$ cat config.mk
export PLATFORM = sky130hd
export DESIGN_NAME = solver_sample_reader
export DESIGN_NICKNAME = d
export VERILOG_FILES = /design/src/rtl/solver_sample_reader.sv
export SDC_FILE = /design/constraint.sdc
export NUM_CORES = 2
export LEC_CHECK = 0
export ABC_AREA = 1
export BUFFER_PORTS_ARGS = -buffer_cell sky130_fd_sc_hd__buf_2
export CORE_MARGIN = 2
export CORE_UTILIZATION = 50
export DETAILED_ROUTE_END_ITERATION = 6
export MAX_ROUTING_LAYER = met4
export PLACE_DENSITY = 0.62
export SETUP_SLACK_MARGIN = 0.5
export SLEW_MARGIN = 20
export SYNTH_ARGS = -nofsm -noshare
export SYNTH_HDL_FRONTEND = slang
export SYNTH_SLANG_ARGS = --single-unit
$ cat constraint.sdc
create_clock -name clk -period 6.79 [get_ports clk]
set_input_delay 0.679 -clock clk [delete_from_list [all_inputs] [get_ports clk]]
set_output_delay 0.679 -clock clk [all_outputs]
set_load 0.01 [all_outputs]
$ cat src/rtl/solver_sample_reader.sv
// solver_sample_reader
// Consumer end of the motor-model solver's i/w output. Decimates the solver
// update strobe, converts the IEEE-754 single current and speed words to
// saturated signed 32-bit fixed point, and queues the pairs in a small FIFO.
// The FIFO drains over a valid/ready stream.
module solver_sample_reader #(
    parameter int FRAC_BITS = 16,
    parameter int DECIM     = 1,
    parameter int DEPTH     = 16
) (
    input  logic                   clk,
    input  logic                   rst_n,
    input  logic                   en,
    input  logic                   sample_stb,
    input  logic [31:0]            i_fp,
    input  logic [31:0]            w_fp,
    output logic [63:0]            m_data,
    output logic                   m_valid,
    input  logic                   m_ready,
    output logic [$clog2(DEPTH):0] level,
    output logic                   overflow,
    input  logic                   clr_ovf,
    output logic [15:0]            seq
);

    localparam int              AW         = $clog2(DEPTH);
    localparam int              LW         = AW + 1;
    localparam logic [15:0]     DCNT_LAST  = 16'(DECIM - 1);
    localparam logic [LW-1:0]   FULL_LEVEL = LW'(DEPTH);
    localparam logic [31:0]     SAT_POS    = 32'h7FFF_FFFF;
    localparam logic [31:0]     SAT_NEG    = 32'h8000_0001;

    // Float to saturated fixed point. A shift of 8 or more always pushes the
    // hidden bit past bit 30, so that is the saturation threshold; smaller
    // left shifts always fit in 31 bits.
    function automatic logic [31:0] fp_to_fx(input logic [31:0] f);
        logic        sgn;
        logic [7:0]  expo;
        logic [31:0] mant;
        logic [31:0] mag;
        logic        sat;
        int          sh;
        sgn  = f[31];
        expo = f[30:23];
        mant = {8'd0, 1'b1, f[22:0]};
        sh   = int'({24'd0, expo}) - 150 + FRAC_BITS;
        mag  = '0;
        sat  = 1'b0;
        if (expo == 8'd0) begin
            mag = '0;
        end else if (expo == 8'hFF) begin
            sat = (f[22:0] == 23'd0);
        end else if (sh >= 8) begin
            sat = 1'b1;
        end else if (sh >= 0) begin
            mag = mant << sh;
        end else if (sh > -24) begin
            mag = mant >> (-sh);
        end
        if (sat) begin
            return sgn ? SAT_NEG : SAT_POS;
        end
        return sgn ? (~mag + 32'd1) : mag;
    endfunction

    logic [15:0]   dcnt_reg;
    logic          capture;
    logic          stage_vld_reg;
    logic [63:0]   in_pair;
    logic [63:0]   push_data;
    logic [63:0]   mem [DEPTH];
    logic [AW-1:0] wr_ptr_reg;
    logic [AW-1:0] rd_ptr_reg;
    logic [LW-1:0] level_reg;
    logic [LW-1:0] level_next;
    logic          overflow_reg;
    logic [15:0]   seq_reg;
    logic          empty;
    logic          full;
    logic          pop;
    logic          push_ok;
    logic          drop;

    assign capture = sample_stb & en & (dcnt_reg == 16'd0);

    // Decimation counter: free-runs over strobes while enabled, parked at 0 otherwise
    always_ff @(posedge clk or negedge rst_n) begin
        if (!rst_n) begin
            dcnt_reg <= '0;
        end else if (!en) begin
            dcnt_reg <= '0;
        end else if (sample_stb) begin
            dcnt_reg <= (dcnt_reg == DCNT_LAST) ? 16'd0 : dcnt_reg + 16'd1;
        end
    end

    // Stage-1 valid: one-cycle pulse following each capture
    always_ff @(posedge clk or negedge rst_n) begin
        if (!rst_n) begin
            stage_vld_reg <= 1'b0;
        end else begin
            stage_vld_reg <= capture;
        end
    end

    // Lane 0 carries current (upper half), lane 1 carries speed (lower half)
    assign in_pair = {i_fp, w_fp};

    for (genvar gi = 0; gi < 2; gi++) begin : g_lane
        logic [31:0] word_reg;

        // Stage-1 word register for this lane, loaded on capture
        always_ff @(posedge clk or negedge rst_n) begin
            if (!rst_n) begin
                word_reg <= '0;
            end else if (capture) begin
                word_reg <= in_pair[63-32*gi -: 32];
            end
        end

        assign push_data[63-32*gi -: 32] = fp_to_fx(word_reg);
    end

    assign empty   = (level_reg == '0);
    assign full    = (level_reg == FULL_LEVEL);
    assign pop     = ~empty & m_ready;
    assign push_ok = stage_vld_reg & (~full | pop);
    assign drop    = stage_vld_reg & full & ~pop;

    // FIFO storage; a push into a full FIFO with a pop overwrites the slot being vacated
    always_ff @(posedge clk) begin
        if (push_ok) begin
            mem[wr_ptr_reg] <= push_data;
        end
    end

    // Occupancy bookkeeping for push/pop combinations
    always_comb begin
        level_next = level_reg;
        case ({push_ok, pop})
            2'b10:   level_next = level_reg + LW'(1);
            2'b01:   level_next = level_reg - LW'(1);
            default: level_next = level_reg;
        endcase
    end

    // Pointers, level, sample counter; pointers wrap naturally at DEPTH
    always_ff @(posedge clk or negedge rst_n) begin
        if (!rst_n) begin
            wr_ptr_reg <= '0;
            rd_ptr_reg <= '0;
            level_reg  <= '0;
            seq_reg    <= '0;
        end else begin
            level_reg <= level_next;
            if (push_ok) begin
                wr_ptr_reg <= wr_ptr_reg + AW'(1);
                seq_reg    <= seq_reg + 16'd1;
            end
            if (pop) begin
                rd_ptr_reg <= rd_ptr_reg + AW'(1);
            end
        end
    end

    // Sticky overflow; a drop in the same cycle as a clear keeps it set
    always_ff @(posedge clk or negedge rst_n) begin
        if (!rst_n) begin
            overflow_reg <= 1'b0;
        end else if (drop) begin
            overflow_reg <= 1'b1;
        end else if (clr_ovf) begin
            overflow_reg <= 1'b0;
        end
    end

    // Head word is gated so the stream shows zero whenever nothing is queued
    assign m_data   = empty ? 64'd0 : mem[rd_ptr_reg];
    assign m_valid  = ~empty;
    assign level    = level_reg;
    assign overflow = overflow_reg;
    assign seq      = seq_reg;

endmodule

==> flow_summary.toml <==
[global_routing]
grt_remaining_overflow = 0
grt_util_met2_pct = 43.6
grt_max_degree = 188
grt_pass1_wl_um = 239000
grt_use_total_pct = 28.7
busiest_layer = "met2"
grt_pass1_vias = 38832
use_met3_pct = 3.29
antenna_found_initial = 0
use_met1_pct = 41.3

[cts]
ctsHoldBuffers = 0
clkTransAtPathRegs_ns = 0.06
clk_path_buf_depth = 3
root_buffer = "clkbuf_16"
clk_latency_ns = 0.71
cts_tree = "yes"
cts_buffers = 114
clock-sinks = 1135
htreeDepth = 3

[logic_synthesis]
synth_xor_area_share_pct = 0.949
synthesis.yosys.warnings = 0
synth_top_family_by_area = "simple AND/OR/NAND/NOR gates"
syn_nets = 5535
syn_area_um2 = 54300
synth-seq-cells = 1135
yosysSeqAreaShare_pct = 61.7
synth_cell_types = 58
synth_adder_area_share_pct = 1.05
synth_cells = 5420
synth-simple-area-share_pct = 18.4
synth-edff-count = 1024
synth-compound-area-share_pct = 13.5
async_reset_ff_share_pct = 9.78
synth_flop_cell = "edfxtp_1"
syn_avg_cell_area_um2 = 10.0
synthMuxAreaShare_pct = 0.111

[layout]
fin_nets = 5565
multi_input_comb_area_um2 = 18900
fill_cells = 9330
antenna_cells = 0
instances_no_fill = 6946
largest_register_ffs = 1024
layout-drive-gt1-share_pct = 11.3
area_growth_pct = 11.8
utilization_pct = 56.5
seqCellArea_um2 = 33500

[drt]
wl_per_cell_um = 22.8
ant_nets = 0
via_count = 41749
drtIter0Drc = 4708
drc = 0
drt_pass1_iterations = 7
routed_wl_um = 159000
drt-vias-per-instance = 6.01

[sta]
finClkSkew_ns = 0.0253
fmax_mhz = 171
finalSetupTns_ns = 0
rsz0062_at_grt = "true"
period_minus_slack_ns = 5.85
holdWs_ns = 0.0167
maxSlewViolCount = 0
maxSlewHeadroom_pct = 2.80
setup_viol = 0
hold_violations = 0
fin_crit_sh_pct = 86.2
worst_slew_pin_slew_ns = 1.45

[worst_setup_path]
critPathKind = "flop to flop"
cp_max_fo = 8
required_ns = 7.20
slowest_stage = "dfrtp_1"
critPathMaxStageDelay_ns = 0.41
crit_arrival_ns = 6.27
worst_setup_path_end_kind = "flop"
cp-start-kind = "flop"
crit_top_cell = "nand2_1"

[floorplan]
core_area_um2 = 108000
dieHeight_um = 334
ios = 157
start_util_pct = 50.6
die_x_um = 334
rows = 120
fp.dieArea_um2 = 111000

[place]
globalplace.congestion = 0.986
place_inst = 6726
dp_hpwl_um = 91800
io_buffers = 156

[pwr]
switching_share_pct = 40.8
ir_worst_vdd_uv = 281
power.switching_w = 0.0112
leakage_nw = 22.2
p_seq_share_pct = 35.9
pwr-share-comb_pct = 40.6
p_total_w = 0.0275
clockPowerShare_pct = 23.5
internal_power_w = 0.0163
powerDensity_nw_per_um2 = 453

[outcome]
status = "complete, no violations"

[worst_hold_path]
hold_class = "primary input to async pin"

[run]
cap_violations = 0
path summary, 6_finish.rpt:
| kind | startpoint | end | slack, ns | depth (start not counted) |
|---|---|---|---|---|
| worst min register to register | seq[15] | seq[15] | 0.47 | 1 |
| worst min-delay path | rst_n | g_lane[1].word_reg[10] | 0.02 | 1 |
| min in group clk | w_fp[12] | g_lane[1].word_reg[12] | 0.17 | 3 |
| worst max register to register | g_lane[1].word_reg[25] | mem[7][30] | 0.94 | 37 |
| worst max-delay path | g_lane[1].word_reg[25] | mem[7][30] | 0.94 | 37 |
| max in group asynchronous | rst_n | rd_ptr_reg[1] | 5.35 | 2 |
cell type report:
class                           count  share of cell area (%)
Sequential cell                  1135                    55.2
Multi-Input combinational cell   3698                    31.1
Clock buffer                      146                    5.07
Tap cell                         1403                    2.89
Timing Repair Buffer              261                    2.86
Inverter                          237                    1.52
Clock inverter                     63                    1.30
Timing Repair inverter              3                  0.0371
synth_stat cells (5+ instances only):
cell type / n / share of area (%)
nand2_1: 1052 / 7.3
edfxtp_1: 1024 / 57
o21ai_0: 704 / 6.5
nor2_1: 674 / 4.7
nand3_1: 388 / 3.6
clkbuf_1: 280 / 1.9
inv_1: 202 / 1.4
o221ai_1: 179 / 2.9
a21oi_1: 120 / 1.1
dfrtp_1: 111 / 5.1
o211ai_1: 88 / 1.2
o22ai_1: 84 / 0.97
nand4_1: 78 / 0.90
o21ai_1: 47 / 0.43
ha_1: 44 / 1.0
xor2_1: 39 / 0.63
nand2_2: 36 / 0.41
buf_1: 34 / 0.23
nor3_1: 28 / 0.26
inv_2: 27 / 0.19
nor4_1: 21 / 0.24
buf_2: 20 / 0.18
xnor2_1: 18 / 0.29
nor2_2: 12 / 0.14
a31oi_1: 8 / 0.092
buf_4: 8 / 0.11
buf_6: 8 / 0.17
clkinv_1: 8 / 0.055
nand2_4: 8 / 0.17
nand3_2: 7 / 0.13
nor2_4: 7 / 0.15
mux2i_1: 6 / 0.11
nand3b_1: 5 / 0.069
per-stage QoR:
stage,instance area [µm²],setup slack (ns)
after global routing,60800,0.449
after global placement,56500,0.465
after floorplan,54300,0.745
final,60800,0.936
after detailed placement,56500,0.380
after CTS,60400,0.568
per-layer routing:
layer  up-vias  share of wire (%)
met5         -                  0
met3       265                7.4
met4         0                2.5
met1     20350                 45
met2      1703                 46
li1      19431                  -
what timing repair did:
item	in CTS	in global routing
cloned	0	4
resized for setup	4	68
setup buffers	0	6
pin swaps	0	4
setup endpoints to repair	64	923
worst max-delay path: cells and delay by family (launching register included):
| kind | cells | cell delay [ns] |
|---|---|---|
| adder cells (fa/ha/maj) | 4 | 1.02 |
| AND/OR/NAND/NOR | 27 | 3.41 |
| flip-flops | 1 | 0.41 |
| buffers and inverters | 6 | 0.69 |
power groups by stage:
stage	sequential [W]	clock, W	combinational, W
after floorplan	0.00976	0	0.00708
after detailed placement	0.0100	0	0.0108
after global routing	0.00991	0.00682	0.0123
after CTS	0.00987	0.00654	0.0109
after global placement	0.0100	0	0.0107
final	0.00987	0.00645	0.0112
placed cells by master (no fill, tap or decap), drive strengths merged, types with 2 or more instances in the layout:
cell type / n
nand3b: 6
mux2i: 6
or2: 6
clkinv: 48
o21ai: 758
inv: 230
edfxtp: 1024
a31oi: 8
dfrtp: 111
o221ai: 179
o211ai: 88
o22ai: 84
a211oi: 3
clkinvlp: 9
nor3: 32
nor2: 696
nand2: 1097
nand3: 397
buf: 261
o21bai: 3
clkbuf: 146
xor2: 40
a21oi: 121
bufinv: 16
ha: 44
nor4: 21
o31ai: 4
xnor2: 18
nand4: 79
and3: 2
logic make-up after synthesis:
logic type,count (synthesis)
AO/OA/AOI/OAI,1251
XOR/XNOR,58
adder cells (fa/ha/maj),45
buffers and inverters,588
flip-flops,1135
multiplexers,6
AND/OR/NAND/NOR,2337
Power figures use the tool's default switching activity.
